--- src/rtl/regfile_np.sv ---
// Parametrised m x k register file: one write port (optional sign-extend), two
// combinational read ports, optional same-cycle write forwarding, written bitmap.
module regfile_np #(
  parameter int unsigned k      = 16,
  parameter int unsigned n      = 3,
  parameter int unsigned m      = 8,
  parameter int unsigned l      = 8,
  parameter bit          BYPASS = 1'b1
) (
  input  logic         clk,
  input  logic         reset,
  input  logic         write,
  input  logic [n-1:0] writenum,
  input  logic [k-1:0] data_in,
  input  logic         wsxt,
  input  logic [n-1:0] readnum_a,
  input  logic [n-1:0] readnum_b,
  output logic [k-1:0] data_a,
  output logic [k-1:0] data_b,
  output logic [m-1:0] written
);

  logic [k-1:0] regs [m];
  logic [k-1:0] sx_val;
  logic [k-1:0] wval;
  logic         wr_hit;
  logic         wr_ok;

  // Narrow write is only meaningful when l < k; otherwise it degenerates to data_in.
  if (l < k) begin : g_sx
    assign sx_val = {{(k-l){data_in[l-1]}}, data_in[l-1:0]};
  end else begin : g_nosx
    assign sx_val = data_in;
  end

  assign wval = wsxt ? sx_val : data_in;

  // Address match against implemented registers only; out-of-range writes are dropped.
  always_comb begin
    wr_hit = 1'b0;
    for (int unsigned i = 0; i < m; i++) begin
      if (writenum == n'(i)) wr_hit = 1'b1;
    end
  end

  assign wr_ok = write & ~reset & wr_hit;

  always_ff @(posedge clk) begin
    if (reset) begin
      for (int unsigned i = 0; i < m; i++) regs[i] <= '0;
      written <= '0;
    end else if (wr_ok) begin
      for (int unsigned i = 0; i < m; i++) begin
        if (writenum == n'(i)) begin
          regs[i]    <= wval;
          written[i] <= 1'b1;
        end
      end
    end
  end

  // Read muxes: unimplemented addresses read as zero, forwarding overrides storage.
  always_comb begin
    data_a = '0;
    data_b = '0;
    for (int unsigned i = 0; i < m; i++) begin
      if (readnum_a == n'(i)) data_a = regs[i];
      if (readnum_b == n'(i)) data_b = regs[i];
    end
    if (BYPASS && wr_ok && (readnum_a == writenum)) data_a = wval;
    if (BYPASS && wr_ok && (readnum_b == writenum)) data_b = wval;
  end

endmodule
--- config.mk ---
export PLATFORM = sky130hd
export DESIGN_NAME = regfile_np
export DESIGN_NICKNAME = d
export VERILOG_FILES = /design/src/rtl/regfile_np.sv
export SDC_FILE = /design/constraint.sdc
export NUM_CORES = 1
export LEC_CHECK = 0
export BUFFER_PORTS_ARGS = -buffer_cell sky130_fd_sc_hd__buf_2
export CAP_MARGIN = 5
export CELL_PAD_IN_SITES_DETAIL_PLACEMENT = 1
export CELL_PAD_IN_SITES_GLOBAL_PLACEMENT = 1
export CORE_MARGIN = 10
export CORE_UTILIZATION = 23
export DETAILED_ROUTE_END_ITERATION = 10
export PLACE_DENSITY = 0.54
export SYNTH_ARGS = -nofsm -noshare
export SYNTH_HDL_FRONTEND = slang
export SYNTH_SLANG_ARGS = --single-unit
export TNS_END_PERCENT = 100
--- constraint.sdc ---
create_clock -name clk -period 3.3 [get_ports clk]
set_input_delay 0.495 -clock clk [delete_from_list [all_inputs] [get_ports clk]]
set_output_delay 0.495 -clock clk [all_outputs]
set_load 0.02 [all_outputs]
Word level (Yosys, flattened, before mapping):

Memories as Yosys holds them, arrays and structs flattened.
Cells that the tools add are included.

* bits in latches: 0
* RAM bits: 128
* memories: 1
* ROM bits: 0
* flip-flop bits (word level): 8
* output and inout bits: 40

Memories
* regs: depth 8, bits a word 16, rd ports 8, clocked after Yosys merged registers in 0, write ports 8, RTL line 23 `logic [k-1:0] regs [m];`

* magnitude comparators: 0
* multiply operators: 0
* divide/modulo/power cells: 0
* multiplexer cells: 68
* shift operators: 0
* reduce and logical (&&, ||, !) cells: 13
* equality and inequality tests: 23
* bitwise gates (word level): 11
* add/subtract/negate cells: 0

Operators by type and width (number)
* $mux W16: 27
* $mux W1: 41
* $eq A3 B3 Y1 const B: 12
* $eq A3 B2 Y1 const B: 6
* $reduce_and A2 Y1: 8
* $eq A3 B1 Y1 const B: 3
* $logic_not A3 Y1: 3
* $or A1 B1 Y1: 8
* $eq A3 B3 Y1: 2
* $and A1 B1 Y1: 2
* $logic_and A1 B1 Y1: 2
* $not A1 Y1: 1

Depth between registers and ports, before layout:

Gate-level depths: netlist of run 1.

* depth in word-level cells: 14
* gate-level depth with buffers: 7
* gate-level depth less buffers: 4

Worst setup path before layout of run 1:

No wires, ideal clock.

* kind: input to output
* from: in readnum_b[2]
* to: out data_b[10]
* path buffers: 3
* slack: 0.875 ns
* stages on the path: 6
* arrival time: 1.930 ns
* path through: clkbuf_1 -> xor2_1 -> or4_1 -> buf_2 -> buf_6 -> o22ai_1

* cells in the longest elaborated chain, start to end: 10

RTL lines
* start: declaration: RTL line 17 `input logic [n-1:0] readnum_b,`
* $logic_not A3 Y1: RTL line 68 `if (readnum_b == n'(i)) data_b = regs[i];`
* $mux W16 (8 in series): RTL line 68
* $mux W16 *: RTL line 71 `if (BYPASS && wr_ok && (readnum_b == writenum)) data_b = wval;`
* end: declaration: RTL line 19 `output logic [k-1:0] data_b,`

Every way passes the cells marked *; elsewhere a longest branch is shown, timed or not.

Worst setup path in the final report of run 1:

* from: in readnum_a[2]
* to: out data_a[8]

* cells in the longest elaborated chain, start to end: 10

RTL lines
* start: declaration: RTL line 16 `input logic [n-1:0] readnum_a,`
* $logic_not A3 Y1: RTL line 67 `if (readnum_a == n'(i)) data_a = regs[i];`
* $mux W16 (8 in series): RTL line 67
* $mux W16 *: RTL line 70 `if (BYPASS && wr_ok && (readnum_a == writenum)) data_a = wval;`
* end: declaration: RTL line 18 `output logic [k-1:0] data_a,`

Marks and branches as above.

==> results of run 1 <==
-- stage by stage --
stage / std cells / cell area [um2] / util, %
6_report: 1108 / 9090 / 28.6
2_1_floorplan: 606 / 7450 / -
3_5_place_dp: 1076 / 8450 / 26.7
5_1_grt: 1108 / 9090 / 28.6
4_1_cts: 1108 / 9090 / 28.6
3_3_place_gp: 1076 / 8450 / 26.7
-- worst register-to-register path: stages (launching register included) --
cell,delay [ns]
dfxtp_1,0.32
nor2_1,0.10
nor2_1,0.04
-- metal layers --
metal	vias up	GRT usage [%]	wire length, um
li1	2431	-	-
met1	2817	18.0	12100
met2	175	21.6	12500
met3	14	3.06	1550
met4	0	2.69	182
met5	-	0	0
-- flip-flops by register name, indices dropped and copies added (netlist names) --
name	count
written	8
regs	128
-- cell families after synthesis --
family	share of synthesized area, %
buf+inv	3.36
flops	53.8
simple gates	16.2
mux	18.4
compound gates	7.58
xor+xnor	0.706
-- cell usage in the layout (no fill, tap or decap), types with 2 or more instances in the layout --
cell type / count
inv_1: 3
nor3b_1: 13
clkbuf_16: 17
buf_12: 3
nand3b_1: 2
a21oi_1: 32
clkbuf_1: 3
nand2_1: 23
nor2b_1: 16
buf_2: 68
clkinvlp_4: 4
a31oi_1: 2
inv_6: 2
nand2b_1: 8
bufinv_16: 4
o21ai_0: 49
nand3_1: 2
o22ai_1: 6
edfxtp_1: 128
dfxtp_1: 8
nor3b_2: 2
buf_4: 44
mux4_2: 50
and2_1: 42
xor2_1: 6
o22ai_2: 2
and3_1: 9
mux2i_1: 23
a211oi_1: 9
nor2_1: 109
clkbuf_8: 2
-- path summary, 6_finish.rpt --
check          startpoint         end  slack, ns  depth (start not counted)
max          readnum_a[2]   data_a[8]       0.55                          8
min reg2reg    written[0]  written[0]       0.45                          2
max reg2reg    written[3]  written[3]       2.71                          2
min            written[0]  written[0]       0.45                          2
-- final cells by class --
type,instances,area share (%)
clock buffer,22,5.11
clock inverter,10,1.85
inverter,4,0.165
multi-input combinational,419,35.2
sequential,136,44.1
tap,402,5.54
timing repair buffer,115,8.04
-- power groups by stage --
stage	sequential (mW)	clock, mW	combinational [mW]
4_1_cts	2.08	2.09	0.762
2_1_floorplan	2.09	0	0.468
3_5_place_dp	2.11	0	0.759
5_1_grt	2.09	2.16	0.811
3_3_place_gp	2.11	0	0.756
6_report	2.08	2.06	0.746
-- Yosys cell counts --
master,instances
inv_1,3
inv_2,1
and2_1,42
xor2_1,6
nor3b_2,2
or2_2,1
buf_6,4
mux2_2,1
or4_1,1
nor2b_1,16
edfxtp_1,128
nand3b_1,2
nor4b_1,1
nor2_1,109
o22ai_2,2
nand2b_4,1
buf_4,3
o21ai_2,1
nor3_1,1
nand2_1,23
mux2i_1,23
a21oi_1,32
nand4b_1,1
and3_1,9
mux4_2,50
buf_2,14
a31oi_1,2
o211ai_1,1
nor4_2,2
nor3b_1,13
or3b_2,1
nand3_1,2
dfxtp_1,8
clkbuf_1,26
o22ai_1,6
nand2b_1,8
or3_1,1
a211oi_1,9
nand4_1,1
o21ai_0,49
==> flow_metrics.py, run 1 <==
metrics = {
    "outcome": {
        "status": "finished clean",
    },
    "logic_synthesis": {
        "syn-num-nets": 635,
        "netlist_area_mm2": 0.00745,
        "ys_seq_elements": 136,
        "yosys_warnings": 0,
        "avgSynthCellArea_um2": 12.3,
        "synth-seq-area-share_pct": 53.8,
        "synth.distinct_cells": 40,
        "syn_inst": 606,
        "synth.top_cell.area_share_pct": 51.6,
        "synth_area_leader_cell": "edfxtp_1",
        "yosys-top-cells-area": "edfxtp_1 52%, mux4_2 15%, nor2_1 5.5%, and2_1 3.5%, o21ai_0 3.3%",
    },
    "global_route": {
        "antenna_found_initial": 0,
        "grt.overflow.total": 0,
        "grt_usage_pct": 13.4,
        "grt_max_degree": 60,
        "first_global_vias": 5875,
        "grt_pass1_wl_mm": 39.0,
    },
    "floorplan": {
        "die_w_um": 200,
        "coreArea_mm2": 0.0317,
        "start_util_pct": 23.5,
        "die_h_um": 200,
        "rows": 65,
        "io_pins": 69,
        "die_area_mm2": 0.0400,
    },
    "setup_path": {
        "cp_max_fo": 22,
        "arrival_ns": 2.25,
        "crit_buf_inv": 4,
        "critical_path.top_delay_family": "buffers and inverters",
        "worstSetupEndpointType": "primary output",
        "crit_chain": "buf_2, buf_4, buf_4, mux4_2, nor2b_1, a211oi_1, a21oi_1, buf_2",
        "critPathRequiredTime_ns": 2.80,
        "setup.worst_path.class": "in2out",
        "cpPeakStageDelay_ns": 0.37,
        "critPathSlowestCell": "buf_4",
        "start_kind": "primary input",
    },
    "placed_design": {
        "gp_congestion": 0.768,
        "post-dp-hpwl_mm": 18.1,
        "io_buffers": 68,
        "place_ws_ns": 0.552,
    },
    "finish": {
        "nFillCells": 3505,
        "multi_input_area_mm2": 0.00320,
        "nNetsFinal": 722,
        "regArea_mm2": 0.00400,
        "drive_gt1_share_pct": 29.2,
        "syn_to_final_growth_pct": 22.0,
        "antenna_cells": 0,
    },
    "sta": {
        "finalCritPeriodShare_pct": 83.3,
        "min_period_ns": 2.75,
        "tightest_slew_ns": 0.846,
        "rsz0062_at_grt": "no",
        "max_slew_margin_pct": 43.6,
        "hold-worst-slack_ns": 0.447,
        "drv_slew": 0,
        "clock_skew_ns": 0,
        "finalSetupTns_ns": 0,
        "finalSetupViolations": 0,
        "fmax_mhz": 364,
        "hold_viol": 0,
        "fin_ws_ns": 0.552,
    },
    "power_and_ir_drop": {
        "seq_power_share_pct": 42.5,
        "p_comb_share_pct": 15.3,
        "p_int_mw": 3.62,
        "pwr-share-clk_pct": 42.2,
        "leakagePower_nw": 3.27,
        "p_per_area_mw_per_mm2": 538,
        "power_switching_mw": 1.27,
        "netSwitchingFraction_pct": 26.0,
        "fin_total_pwr_mw": 4.89,
        "ir_worst_vdd_uv": 360,
    },
    "cts": {
        "cts.hold.buffers_added": 0,
        "cts_max_path_buffers": 2,
        "htree_levels": 4,
        "post_cts_buffers": 0,
        "clk_pin_slew_ns": 0.06,
        "cts_root_buffer": "clkbuf_16",
        "clk-insertion-delay-late_ns": 0.42,
        "cts_buffers": 17,
        "cts_tree": "yes",
        "ctsResizeCount": 0,
        "cts.sink_count": 136,
    },
    "drt": {
        "drt-initial-drc-count": 355,
        "vias": 5437,
        "wl_mm": 26.3,
        "wl_per_cell_um": 23.7,
        "drc": 0,
        "via_per_inst": 4.91,
        "drt_pass1_iterations": 5,
        "ant_nets": 0,
    },
    "job": {
        "maxCapViolCount": 0,
    },
    "hold_path": {
        "min_path_type": "reg2reg",
    },
}
No activity file was read; power rests on OpenSTA's default activity.
==> run 2: changes to the inputs <==
--- a/config.mk
+++ b/config.mk
@@ -5,6 +5,7 @@
 export SDC_FILE = /design/constraint.sdc
 export NUM_CORES = 1
 export LEC_CHECK = 0
+export ABC_AREA = 1
 export BUFFER_PORTS_ARGS = -buffer_cell sky130_fd_sc_hd__buf_2
 export CAP_MARGIN = 5
 export CELL_PAD_IN_SITES_DETAIL_PLACEMENT = 1
@@ -12,7 +13,7 @@
 export CORE_MARGIN = 10
 export CORE_UTILIZATION = 23
 export DETAILED_ROUTE_END_ITERATION = 10
-export PLACE_DENSITY = 0.54
+export PLACE_DENSITY = 0.58
 export SYNTH_ARGS = -nofsm -noshare
 export SYNTH_HDL_FRONTEND = slang
 export SYNTH_SLANG_ARGS = --single-unit
==> constraint.sdc (replaced) <==
create_clock -name clk -period 2.25 [get_ports clk]
set_input_delay 0.3375 -clock clk [delete_from_list [all_inputs] [get_ports clk]]
set_output_delay 0.3375 -clock clk [all_outputs]
set_load 0.02 [all_outputs]
==> run 2 against run 1 <==
  * Worst hold slack lost 0.090 ns
  * Sequential share of layout area fell by 1.6 points
  * Clock skew unchanged
  * Synthesized cell count increased by 51%
  * First-iteration DRC count rose by 26%
  * Clock power rose by 48%
  * Setup slack worse by 0.46 ns
  * Routed wire length increased by 12%
  * Combinational power is 47% higher
  * Final cell count increased by 34%
  * Critical endpoint is now data_a[15]
==> flow_metrics.py, run 2 <==
metrics = {
    "outcome": {
        "status": "finished clean",
    },
    "power_and_ir_drop": {
        "p_int_mw": 5.15,
        "seq_power_share_pct": 42.3,
        "p_comb_share_pct": 15.3,
        "p_per_area_mw_per_mm2": 761,
        "leakagePower_nw": 3.95,
        "power_switching_mw": 2.03,
        "netSwitchingFraction_pct": 28.3,
        "pwr-share-clk_pct": 42.4,
        "ir_worst_vdd_uv": 445,
    },
    "cts": {
        "htree_levels": 4,
        "cts_max_path_buffers": 2,
        "cts.hold.buffers_added": 0,
        "cts_root_buffer": "clkbuf_16",
        "cts.sink_count": 136,
        "cts_buffers": 17,
        "cts_tree": "yes",
        "clk-insertion-delay-late_ns": 0.43,
        "clk_pin_slew_ns": 0.06,
    },
    "floorplan": {
        "rows": 66,
        "die_h_um": 201,
        "io_pins": 69,
        "start_util_pct": 23.2,
        "die_area_mm2": 0.0402,
        "coreArea_mm2": 0.0324,
        "die_w_um": 201,
    },
    "finish": {
        "final_cell_area_mm2": 0.00944,
        "nNetsFinal": 1055,
        "final_cell_mix": "210 x nor2_1, 201 x nand2_1, 128 x edfxtp_1",
        "largest_register_ffs": 128,
        "antenna_cells": 0,
        "syn_to_final_growth_pct": 25.8,
        "final_common_cell": "nor2_1",
        "layoutNonFillerInstCount": 1481,
        "drive_gt1_share_pct": 19.4,
        "largest_registers": "regs x128, written x8",
        "top_register": "regs",
    },
    "global_route": {
        "first_global_vias": 7206,
        "grt.overflow.total": 0,
        "grt_pass1_wl_mm": 44.5,
        "antenna_found_initial": 0,
        "grt_usage_pct": 14.6,
        "grt_max_degree": 30,
    },
    "logic_synthesis": {
        "synth-seq-area-share_pct": 53.4,
        "synth_commonest_cells": "210 x nor2_1, 201 x nand2_1, 128 x edfxtp_1, 76 x inv_1, 75 x a21oi_1",
        "synth_area_leader_cell": "edfxtp_1",
        "synth_ff_type": "edfxtp_1",
        "syn_inst": 915,
        "synthArstFlopShare_pct": 0,
        "syn-num-nets": 944,
        "synth.top_cell.area_share_pct": 51.2,
        "synth.distinct_cells": 24,
        "avgSynthCellArea_um2": 8.20,
        "yosys-top-cells-area": "edfxtp_1 51%, nor2_1 11%, nand2_1 10%, nand4_1 5.9%, a21oi_1 5.0%",
        "ys_seq_elements": 136,
        "yosysMostFrequentCell": "nor2_1",
        "synth-edff-count": 128,
        "yosys_warnings": 0,
        "netlist_area_mm2": 0.00750,
    },
    "sta": {
        "finalSetupTns_ns": 0,
        "hold_viol": 0,
        "fmax_mhz": 464,
        "clock_skew_ns": 0,
        "min_period_ns": 2.16,
        "tightest_slew_ns": 0.403,
        "finalCritPeriodShare_pct": 95.8,
        "finalSetupViolations": 0,
        "max_slew_margin_pct": 73.2,
        "rsz0062_at_grt": "no",
        "drv_slew": 0,
    },
    "setup_path": {
        "worstSetupEndpointType": "primary output",
        "arrival_ns": 1.82,
        "setup.worst_path.class": "in2out",
        "rr_startpoint": "written[3]",
        "cp_max_fo": 28,
        "crit_start": "readnum_a[0]",
        "critPathRequiredTime_ns": 1.91,
        "start_kind": "primary input",
    },
    "placed_design": {
        "gp_congestion": 0.840,
        "dpl-instance-area_mm2": 0.00877,
        "io_buffers": 68,
        "post-dp-hpwl_mm": 21.0,
        "placedCellCount": 1447,
    },
    "drt": {
        "via_per_inst": 4.71,
        "wl_per_cell_um": 19.9,
        "ant_nets": 0,
        "drt_pass1_iterations": 5,
        "drt-initial-drc-count": 448,
        "vias": 6975,
        "wl_mm": 29.4,
        "drc": 0,
    },
    "hold_path": {
        "min_from": "data_in[5]",
        "min_path_type": "in2reg",
    },
    "job": {
        "maxCapViolCount": 0,
    },
}
==> run 2: kinds of logic (layout without fill, tap and decap cells) <==
group	after synthesis	after routing	share of synthesized area, %
flip-flops	136	136	53.4
buffers and inverters	132	256	7.79
XOR/XNOR	3	3	0.350
AO/OA/AOI/OAI	76	76	5.09
AND/OR/NAND/NOR	568	568	33.4
==> run 2: path summary, 6_finish.rpt <==
check        slack, ns     endpoint  depth (start not counted)
min               0.36  regs[1][21]                          3
max               0.09   data_a[15]                          9
min reg2reg       0.45   written[7]                          2
max reg2reg       1.68   written[3]                          2
==> run 2: routing by layer <==
layer / wire, um / vias up / part of all wire [%] / GRT usage, %
met4: 407 / 0 / 1.4 / 3.71
met2: 13700 / 193 / 46 / 23.4
li1: - / 3287 / - / -
met5: 0 / - / 0 / 0
met1: 13900 / 3465 / 47 / 19.8
met3: 1440 / 30 / 4.9 / 2.50
==> run 2: per-stage QoR <==
step                hold WS, ns  setup slack [ns]  power (mW)  util (%)
CTS                       0.359            0.0348        7.22      29.0
global route              0.367           0.00189        7.46      29.1
global placement          0.435            0.0355        4.18      27.1
detailed placement        0.445            0.0423        4.19      27.1
finish                    0.357            0.0941        7.18      29.1
floorplan                 0.526             0.277        3.67         -
==> run 2: power groups by stage <==
stage	combinational (mW)	clock (mW)	sequential, mW
after floorplan	0.614	0	3.06
after global placement	1.10	0	3.08
after detailed placement	1.10	0	3.08
after CTS	1.11	3.08	3.03
after global routing	1.21	3.20	3.05
final	1.10	3.05	3.03
==> run 2: final cells by class <==
cell class | count | area [um2]
multi-input combinational | 647 | 2920
sequential | 136 | 4000
clock buffer | 18 | 429
tap | 442 | 553
timing repair buffer | 138 | 996
inverter | 86 | 337
clock inverter | 14 | 198
fill | 3899 | 22900
==> run 2: worst max-delay path, cell delays in order <==
cell     delay, ns
buf_2         0.17
inv_2         0.14
buf_4         0.18
nor3_4        0.20
buf_12        0.24
a21oi_1       0.09
a21oi_1       0.15
buf_4         0.14
buf_2         0.16
==> run 2: repair_timing <==
item                       in CTS  in global routing
setup endpoints to repair       0                 22
setup buffers                   0                  2
resized for setup               0                  8
